File: config.mk
export PLATFORM = sky130hd
export DESIGN_NAME = ascii_serial_loader
export DESIGN_NICKNAME = d
export VERILOG_FILES = /design/src/rtl/uk101_loader_pkg.sv /design/src/rtl/ascii_serial_loader_baud_tick_gen.sv /design/src/rtl/ascii_serial_loader.sv
export SDC_FILE = /design/constraint.sdc
export NUM_CORES = 1
export LEC_CHECK = 0
export ABC_AREA = 1
export BUFFER_PORTS_ARGS = -buffer_cell sky130_fd_sc_hd__clkbuf_2
export CORE_MARGIN = 10
export CORE_UTILIZATION = 33
export CTS_BUF_LIST = sky130_fd_sc_hd__clkbuf_8
export CTS_CLUSTER_DIAMETER = 200
export DETAILED_ROUTE_END_ITERATION = 10
export GPL_ROUTABILITY_DRIVEN = 0
export GPL_TIMING_DRIVEN = 0
export HOLD_SLACK_MARGIN = 0.06
export MAX_ROUTING_LAYER = met4
export PLACE_DENSITY = 0.6
export SLEW_MARGIN = 5
export SYNTH_ARGS = -nofsm -noshare
export SYNTH_HDL_FRONTEND = slang
export SYNTH_HIERARCHICAL = 1
export SYNTH_SLANG_ARGS = --single-unit
File: constraint.sdc
create_clock -name clk -period 5 [get_ports clk]
set_input_delay 0.25 -clock clk [delete_from_list [all_inputs] [get_ports clk]]
set_output_delay 0.25 -clock clk [all_outputs]
set_load 0.02 [all_outputs]
File: src/rtl/uk101_loader_pkg.sv
// Shared definitions for the UK101 ASCII serial loader.
//   load_state_t : transmitter FSM states
//   ASCII_CR/LF  : line-ending characters that drive translation and the line gap
//   baud_div()   : rounded clock-cycles-per-bit, 18 bits wide
package uk101_loader_pkg;

  typedef enum logic [2:0] {
    IDLE,
    START,
    DATA,
    STOP,
    GAP
  } load_state_t;

  localparam logic [7:0] ASCII_CR = 8'h0D;
  localparam logic [7:0] ASCII_LF = 8'h0A;

  // Round-to-nearest integer division; 50 MHz / 300 baud still fits in 18 bits.
  function automatic logic [17:0] baud_div(input int clk_hz, input int baud);
    int q;
    q = (clk_hz + baud / 2) / baud;
    return q[17:0];
  endfunction

endpackage

File: src/rtl/ascii_serial_loader_baud_tick_gen.sv
// Bit-time timer for the serial loader.
//   clk, n_reset : system clock, asynchronous active-low reset
//   load         : latch div and restart the count at div-1
//   run          : count down while high; reloads from the latched div at 0
//   div          : clock cycles per bit (18 bits)
//   tick         : high during the last cycle of each bit time
module baud_tick_gen (
  input  logic        clk,
  input  logic        n_reset,
  input  logic        load,
  input  logic        run,
  input  logic [17:0] div,
  output logic        tick
);

  logic [17:0] div_reg;
  logic [17:0] count_reg;

  // div is latched on load so a baud change mid-frame cannot alter bit width.
  always_ff @(posedge clk or negedge n_reset) begin
    if (!n_reset) begin
      div_reg   <= '0;
      count_reg <= '0;
    end else if (load) begin
      div_reg   <= div;
      count_reg <= div - 18'd1;
    end else if (run) begin
      if (count_reg == '0) count_reg <= div_reg - 18'd1;
      else                 count_reg <= count_reg - 18'd1;
    end
  end

  assign tick = run & ~load & (count_reg == '0);

endmodule

File: src/rtl/ascii_serial_loader.sv
// Streams downloaded ASCII file bytes out as 8N1 serial into the UK101 ACIA.
//   clk, n_reset    : system clock, asynchronous active-low reset
//   enable          : file loading selected
//   baud_rate       : 0 = BAUD_FAST, 1 = BAUD_SLOW (sampled at frame start)
//   ioctl_download  : download in progress; rising edge forgets a pending CR
//   ioctl_wr        : one-cycle strobe qualifying ioctl_dout
//   ioctl_dout      : file byte
//   ioctl_wait      : back-pressure, high from capture until the frame/gap ends
//   txd             : serial output, idle high
//   busy            : high in any state other than IDLE
// A CR is followed by LINE_GAP_BITS idle bit-times so BASIC can tokenise
// the line; LF after CR is swallowed, a lone LF becomes CR.
module ascii_serial_loader
  import uk101_loader_pkg::*;
#(
  parameter int CLK_HZ        = 50000000,
  parameter int BAUD_FAST     = 9600,
  parameter int BAUD_SLOW     = 300,
  parameter int LINE_GAP_BITS = 40
) (
  input  logic       clk,
  input  logic       n_reset,
  input  logic       enable,
  input  logic       baud_rate,
  input  logic       ioctl_download,
  input  logic       ioctl_wr,
  input  logic [7:0] ioctl_dout,
  output logic       ioctl_wait,
  output logic       txd,
  output logic       busy
);

  localparam logic [17:0] DIV_FAST = baud_div(CLK_HZ, BAUD_FAST);
  localparam logic [17:0] DIV_SLOW = baud_div(CLK_HZ, BAUD_SLOW);
  localparam bit          HAS_GAP  = (LINE_GAP_BITS > 0);
  localparam int          GAP_W    = (LINE_GAP_BITS > 1) ? $clog2(LINE_GAP_BITS) : 1;
  localparam logic [GAP_W-1:0] GAP_LOAD =
    GAP_W'((LINE_GAP_BITS > 0) ? (LINE_GAP_BITS - 1) : 0);

  load_state_t      state_reg, state_next;
  logic [7:0]       shift_reg, shift_next;
  logic [2:0]       bit_cnt_reg, bit_cnt_next;
  logic [GAP_W-1:0] gap_cnt_reg, gap_cnt_next;
  logic             is_cr_reg, is_cr_next;
  logic             txd_reg, txd_next;
  logic             wait_reg, wait_next;
  logic             last_was_cr_reg, last_was_cr_next;
  logic             dl_prev_reg;

  logic             dl_rise;
  logic             accept;
  logic [7:0]       byte7;
  logic             is_lf;
  logic             drop;
  logic [7:0]       tx_byte;
  logic [17:0]      div_sel;
  logic             tick;

  assign dl_rise = ioctl_download & ~dl_prev_reg;
  assign accept  = ioctl_wr & ioctl_download & enable & ~wait_reg;
  assign byte7   = ioctl_dout & 8'h7F;
  assign is_lf   = (byte7 == ASCII_LF);
  // A download that starts on this very cycle must not see the previous file's CR.
  assign drop    = is_lf & last_was_cr_reg & ~dl_rise;
  assign tx_byte = is_lf ? ASCII_CR : byte7;
  assign div_sel = baud_rate ? DIV_SLOW : DIV_FAST;

  baud_tick_gen u_tick (
    .clk     (clk),
    .n_reset (n_reset),
    .load    (accept & ~drop),
    .run     (state_reg != IDLE),
    .div     (div_sel),
    .tick    (tick)
  );

  always_ff @(posedge clk or negedge n_reset) begin
    if (!n_reset) begin
      state_reg       <= IDLE;
      shift_reg       <= '0;
      bit_cnt_reg     <= '0;
      gap_cnt_reg     <= '0;
      is_cr_reg       <= 1'b0;
      txd_reg         <= 1'b1;
      wait_reg        <= 1'b0;
      last_was_cr_reg <= 1'b0;
      dl_prev_reg     <= 1'b0;
    end else begin
      state_reg       <= state_next;
      shift_reg       <= shift_next;
      bit_cnt_reg     <= bit_cnt_next;
      gap_cnt_reg     <= gap_cnt_next;
      is_cr_reg       <= is_cr_next;
      txd_reg         <= txd_next;
      wait_reg        <= wait_next;
      last_was_cr_reg <= last_was_cr_next;
      dl_prev_reg     <= ioctl_download;
    end
  end

  always_comb begin
    state_next       = state_reg;
    shift_next       = shift_reg;
    bit_cnt_next     = bit_cnt_reg;
    gap_cnt_next     = gap_cnt_reg;
    is_cr_next       = is_cr_reg;
    txd_next         = txd_reg;
    wait_next        = wait_reg;
    last_was_cr_next = last_was_cr_reg;

    if (dl_rise) last_was_cr_next = 1'b0;
    if (accept)  last_was_cr_next = (byte7 == ASCII_CR);

    case (state_reg)
      IDLE: begin
        // Only a dropped LF leaves wait high in IDLE; release it one cycle on.
        if (wait_reg) wait_next = 1'b0;
        if (accept) begin
          wait_next = 1'b1;
          if (!drop) begin
            state_next   = START;
            txd_next     = 1'b0;
            shift_next   = tx_byte;
            is_cr_next   = (tx_byte == ASCII_CR);
            bit_cnt_next = '0;
          end
        end
      end
      START: begin
        if (tick) begin
          state_next = DATA;
          txd_next   = shift_reg[0];
        end
      end
      DATA: begin
        if (tick) begin
          if (bit_cnt_reg == 3'd7) begin
            state_next = STOP;
            txd_next   = 1'b1;
          end else begin
            bit_cnt_next = bit_cnt_reg + 3'd1;
            shift_next   = {1'b0, shift_reg[7:1]};
            txd_next     = shift_reg[1];
          end
        end
      end
      STOP: begin
        if (tick) begin
          if (is_cr_reg && HAS_GAP) begin
            state_next   = GAP;
            gap_cnt_next = GAP_LOAD;
          end else begin
            state_next = IDLE;
            wait_next  = 1'b0;
          end
        end
      end
      GAP: begin
        if (tick) begin
          if (gap_cnt_reg == '0) begin
            state_next = IDLE;
            wait_next  = 1'b0;
          end else begin
            gap_cnt_next = gap_cnt_reg - GAP_W'(1);
          end
        end
      end
      default: begin
        state_next = IDLE;
        txd_next   = 1'b1;
        wait_next  = 1'b0;
      end
    endcase
  end

  assign ioctl_wait = wait_reg;
  assign txd        = txd_reg;
  assign busy       = (state_reg != IDLE);

endmodule

==> metrics.cfg, run 1 <==
[outcome]
status = finished, final reports clean

[sta]
finalSetupViolations = 0
fin_crit_ps = 3420
worstMarginPinSlew_ps = 574
max_freq_mhz = 292
rsz0062_at_grt = false
holdWs_ps = 142
maxSlewHeadroom_pct = 61.8
post-route-period-util_pct = 68.5
final_hold_viol_count = 0
setup_tns_ps = 0
slew_viol_final = 0
skew_ps = 9.06

[critical_path]
cp_data_required_time_ps = 5240
rrSetupSlack_ps = 1800
setup.worst_path.class = input port to register
startpoint_type = input port
timing.rr.end = state_reg[1]
reg2reg_depth = 17
cp_max_fo = 10
critical_path_arrival_ps = 3660
r2r-start = dl_prev_reg
end_kind = register

[hold_path]
whs_endpoint = shift_reg[6]
whs_path_depth = 3
min_path_type = input port to register
min_from = ioctl_dout[6]

[routing]
final_antenna_net_count = 0
routed_wirelength_mm = 8.46
vias_per_cell = 4.55
drt_iter0_drc = 195
routedWlPerCell_um = 11.7
firstDrtPassIters = 4
via_count = 3279
drc = 0

[synth]
yosys_register_bits = 60
synth_area_per_cell_um2 = 7.07
yosys_warnings = 6
synthXorXnorAreaFrac_pct = 1.15
synth_top_area_share_pct = 38.7
synth_top_family_by_area = simple AND/OR/NAND/NOR gates
ys_seq_area_share_pct = 39.4
syn_area_um2 = 3820
synthAdderAreaFrac_pct = 1.64
synth-simple-area-share_pct = 40.6
synth_area_leader_cell = dfrtp_1
synth_cells = 540
synth_mux_area_share_pct = 0
ys_types = 35
ys_async_sr_fraction_pct = 100
synth_edf_count = 0
synth-main-ff-cell = dfrtp_1
yosys-top-cells-area = dfrtp_1, nand2_1, nand3_1
synth_compound_area_share_pct = 7.38

[layout]
nFillCells = 1193
final_common_cell = nand2_1
area_growth_pct = 13.6
layout_common_cells = nand2_1, inv_1, nand3_1
drive_gt1_share_pct = 14.9
diodes = 0
fin_cells = 721
nets = 593

[die]
io_pins = 17
fp.dieW_um = 128
die_area_um2 = 16300
coreArea_um2 = 11400
row_count = 39
die_height_um = 128
initial_core_util_pct = 33.6

[placed_design]
io_buffers = 15
dp_hpwl_mm = 6.33
dp_cells = 704

[grt]
grt_usage_pct = 11.2
antenna_found_initial = 0
overflow = 0
grt_pass1_vias = 3275
grt_pass1_wl_mm = 14.7
grt_start_max_net_pins = 41

[clock_tree]
cts_root_buf = clkbuf_8
hold_buffers = 2
clk_path_buf_depth = 2
clkLatencyLatePin_ps = 350
cts_tree = done
postCtsSetupBuffers = 0
cts_sinks = 60
htree_levels = 3
clkTransAtPathRegs_ps = 60
cts_made_buffers = 9
cts_resized = 0

[power]
p_per_area_nw_per_um2 = 543
p_total_mw = 2.35
peakVddDrop_mv = 0.240
leakagePower_nw = 2.29

[job]
max_cap_viol_count = 0

## report_power, final
part           switching (mW)  internal [mW]  total, mW
sequential              0.109          0.672      0.782
clock                   0.190          0.265      0.455
combinational           0.734          0.384       1.12
total                    1.03           1.32       2.35
## cell usage after synthesis (6+ instances only)
cell type    n
a21oi_1      6
dfrtp_1     59
inv_1       67
nand2_1    185
nand2_2     10
nand3_1     63
nand3_2      7
nor2_1      46
nor2_2       6
nor2_4       8
o21ai_0     27
o21ai_2      7
## routing by layer
metal  track usage, %  part of all wire [%]  vias to the layer above
li1                 -                     -                     1745
met3             3.47                   4.1                       11
met2             17.7                    45                       41
met1             13.2                    49                     1482
met5                -                     0                        -
met4             4.22                   1.4                        0
## logic make-up (layout without fill, tap and decap cells)
logic type	after synthesis	in the layout
AO/OA/AOI/OAI	49	49
XOR/XNOR	5	5
flip-flops	60	60
other	2	7
adder cells (fa/ha/maj)	5	5
AND/OR/NAND/NOR	335	335
buffers and inverters	84	117
## cell type report
| type | instances | area [um^2] | area share, % |
|---|---|---|---|
| plain buffers | 13 | 104 | 2.40 |
| multi-input cells | 401 | 1960 | 45.3 |
| inverters | 71 | 267 | 6.15 |
| clock buffers | 12 | 165 | 3.81 |
| repair buffers | 18 | 118 | 2.71 |
| clock inverters | 3 | 37.5 | 0.866 |
| flip-flops and latches | 60 | 1500 | 34.7 |
| well taps | 143 | 179 | 4.13 |
## stage by stage
step	cell area [um^2]	worst slack [ps]	utilization, %
after floorplan	3830	2410	-
final	4330	1580	38.1
after detailed placement	4110	1700	36.2
after CTS	4330	1570	38.1
after global routing	4330	1180	38.1
after global placement	4090	1730	36.0
## how the worst max path moves through the flow
stage                    from            to  slack, ps  cells after the start
3_3_place_gp    ioctl_dout[5]  state_reg[1]       1730                     19
5_1_grt        ioctl_download  state_reg[0]       1180                     18
6_report       ioctl_download  state_reg[1]       1580                     18
4_1_cts        ioctl_download  state_reg[1]       1570                     18
2_1_floorplan      ioctl_wait  state_reg[0]       2410                     17
3_5_place_dp    ioctl_dout[5]  state_reg[0]       1700                     19
## worst max-delay path, stage by stage
cell and delay, ps:
dlygate4sd3_1 530, clkbuf_2 120, a21oi_1 190, nand3_1 190, nand2_1 140, inv_1 60, clkinv_1 210, clkbuf_1 370
clkbuf_1 500, nand2_1 100, nor2_1 250, inv_1 160, nand3_1 110, nand3_1 120, nor2_4 160, nand2_1 80
nand2_1 60, nand2_1 50
Note: power is estimated with default switching activity, not from simulation.
==> run 2: changes to the inputs <==
- ABC_AREA: 1 -> 0
- PLACE_DENSITY: 0.6 -> 0.62
- clock period: 5 -> 2.9 ns (I/O delays scaled with it)
==> metrics.cfg, run 2 <==
[grt]
grt_pass1_wl_mm = 19.1  ; +29%
grt_usage_pct = 14.6  ; +3.4 points
antenna_found_initial = 0  ; unchanged
grt_start_max_net_pins = 48  ; +17%
grt_pass1_vias = 3737  ; +14%
overflow = 0  ; unchanged

[sta]
slew_viol_final = 0  ; unchanged
fin_ws_ps = -274  ; -1850 ps
max_freq_mhz = 315
worstMarginPinSlew_ps = 670  ; +96.3 ps
skew_ps = 8.70  ; -0.358 ps
finalSetupViolations = 31  ; +31
fin_crit_ps = 3170
final_hold_viol_count = 0  ; unchanged
maxSlewHeadroom_pct = 55.2  ; -6.5 points
post-route-period-util_pct = 109
rsz0062_at_grt = true

[critical_path]
end_kind = register
cp_max_fo = 6  ; -4
cp_num_buf_inv = 4  ; -3
setup.worst_path.class = register to register
startpoint_type = register
slowest_delay_ps = 570  ; +40 ps
crit_slowest_cell = or4_4
cp_data_required_time_ps = 3140  ; -2100 ps
critical_path_arrival_ps = 3410  ; -250 ps
critPathTopFamily = simple AND/OR/NAND/NOR gates
cp_cell_sequence = or4_4, or4_4, buf_12, nor4_4, buf_4, buf_12, nand2b_4, mux2i_1, o211a_1, buf_6, mux2_4

[power]
leakagePower_nw = 2.40  ; +4.7%
p_total_mw = 2.88  ; +23%
peakVddDrop_mv = 0.416  ; +74%
p_per_area_nw_per_um2 = 518  ; -4.6%

[synth]
synth_area_per_cell_um2 = 9.02  ; +28%
yosys-top-cells-area = dfrtp_1, nand2_1, nor2_1
synth_top_cells_by_count = dfrtp_1, nand2_1, nor2_1, o21ai_0, inv_1
ys_seq_area_share_pct = 39.1  ; -0.28 points
synth-main-ff-cell = dfrtp_1
syn_area_um2 = 3840  ; +0.72%
yosys_register_bits = 60  ; unchanged
synth_edf_count = 0  ; unchanged
ys_types = 74  ; +110%
yosys_warnings = 6  ; unchanged
synth_area_leader_cell = dfrtp_1
synth_most_common_cell = dfrtp_1
synth_cells = 426  ; -21%
ys_async_sr_fraction_pct = 100  ; unchanged
synth_top_area_share_pct = 38.4  ; -0.28 points

[clock_tree]
htree_levels = 3  ; unchanged
cts_tree = done
clkTransAtPathRegs_ps = 70  ; about the same
clkLatencyLatePin_ps = 350  ; about the same
cts_made_buffers = 9  ; unchanged
cts_root_buf = clkbuf_8
clk_path_buf_depth = 2  ; unchanged
cts_sinks = 60  ; unchanged

[die]
die_height_um = 128  ; +0.31%
io_pins = 17  ; unchanged
fp.dieW_um = 128  ; +0.31%
row_count = 39  ; unchanged
coreArea_um2 = 11400  ; +0.43%
initial_core_util_pct = 33.7  ; +0.098 points
die_area_um2 = 16400  ; +0.61%

[layout]
drive_gt1_share_pct = 38.3  ; +23 points
layout_common_cells = buf_4, dfrtp_1, nand2_1
nFillCells = 1030  ; -14%
utilization_pct = 48.7  ; +11 points
diodes = 0  ; unchanged
nets = 555  ; -6.4%
area_growth_pct = 44.8

[routing]
firstDrtPassIters = 5  ; +1
routedWlPerCell_um = 18.2  ; +55%
via_count = 3891  ; +19%
final_antenna_net_count = 0  ; unchanged
drt_iter0_drc = 329  ; +69%
routed_wirelength_mm = 12.4  ; +47%
drc = 0  ; unchanged
vias_per_cell = 5.70  ; +25%

[outcome]
violations = negative setup slack
status = complete, but fails checks

[placed_design]
io_buffers = 15  ; unchanged
dp_hpwl_mm = 7.28  ; +15%

[hold_path]
min_path_type = input port to register

[job]
max_cap_viol_count = 0  ; unchanged

==> run 2: cell types whose count changed after synthesis, sizes merged, moves of 8 or more <==
cell / before / now
mux2: 0 / 14
inv: 69 / 16
o31ai: 0 / 16
o21ai: 39 / 20
nand3: 72 / 5
nor2: 60 / 31
a21oi: 6 / 14
nor3: 1 / 13
nand2: 199 / 56
mux2i: 0 / 9
nor4: 0 / 12
or4: 0 / 10
a31oi: 1 / 12
==> run 2: logic make-up after synthesis <==
family / synth area share [%]
flip-flops: 39.1
buffers and inverters: 4.75
other: 0.195
multiplexers: 6.45
AO/OA/AOI/OAI: 22.4
adder cells (fa/ha/maj): 1.63
AND/OR/NAND/NOR: 23.7
XOR/XNOR: 1.82
==> run 2: final cells by class <==
cell class / count / area, um^2 / share of cell area [%]
buffer: 20 / 214 / 3.85
clock buffer: 11 / 151 / 2.72
clock inverter: 4 / 17.5 / 0.315
inverter: 18 / 76.3 / 1.37
multi-input combinational: 337 / 2680 / 48.2
sequential: 60 / 1500 / 27.0
tap: 143 / 179 / 3.22
timing repair buffer: 90 / 742 / 13.3
==> run 2: worst paths after layout <==
path | startpoint | end | slack [ps] | cells past startpoint
min in group asynchronous | n_reset | last_was_cr_reg | 210 | 2
min | ioctl_dout[6] | shift_reg[6] | 110 | 3
max | u_tick/count_reg[0] | shift_reg[1] | -270 | 11
max reg2reg | u_tick/count_reg[0] | shift_reg[1] | -270 | 11
min reg2reg | u_tick/div_reg[15] | u_tick/div_reg[15] | 520 | 2
max in group asynchronous | n_reset | u_tick/div_reg[4] | 2170 | 3
==> run 2: through the flow <==
| stage | worst slack (ps) | hold WS (ps) | cell area, um^2 | cells | TNS [ps] |
|---|---|---|---|---|---|
| final | -274 | 110 | 5560 | 683 | -4860 |
| after global routing | -400 | 102 | 5560 | 683 | -8270 |
| after CTS | -310 | 83.5 | 5140 | 653 | -3830 |
| after detailed placement | -1090 | 57.5 | 4300 | 597 | -25420 |
| after global placement | -1040 | 284 | 4270 | 596 | -24260 |
| after floorplan | -462 | -151 | 4020 | 438 | -5100 |
==> run 2: worst min-delay path, cell delays in order <==
cell and delay [ps]:
clkbuf_2 110, nand3_1 80, o211ai_1 90
==> run 2: timing repair <==
action,CTS,global route
resized for setup,70,46
hold buffers,2,0
hold endpoints to repair,61,0
setup endpoints to repair,46,35
pin swaps,25,31
setup buffers,43,33
==> run 2: metal layers <==
metal  vias to the layer above  global-route usage, %  part of all wire [%]
li1                       1803                      -                     -
met3                        35                   3.72                   5.7
met1                      1909                   17.2                    42
met5                         -                      -                     0
met2                       144                   23.8                    50
met4                         0                   5.17                   1.9
==> run 2: report_power, final <==
group	switching (mW)	internal (mW)	leakage (nW)
logic	0.591	0.523	1.57
registers	0.124	0.968	0.734
clock network	0.335	0.343	0.0976
total	1.05	1.83	2.40
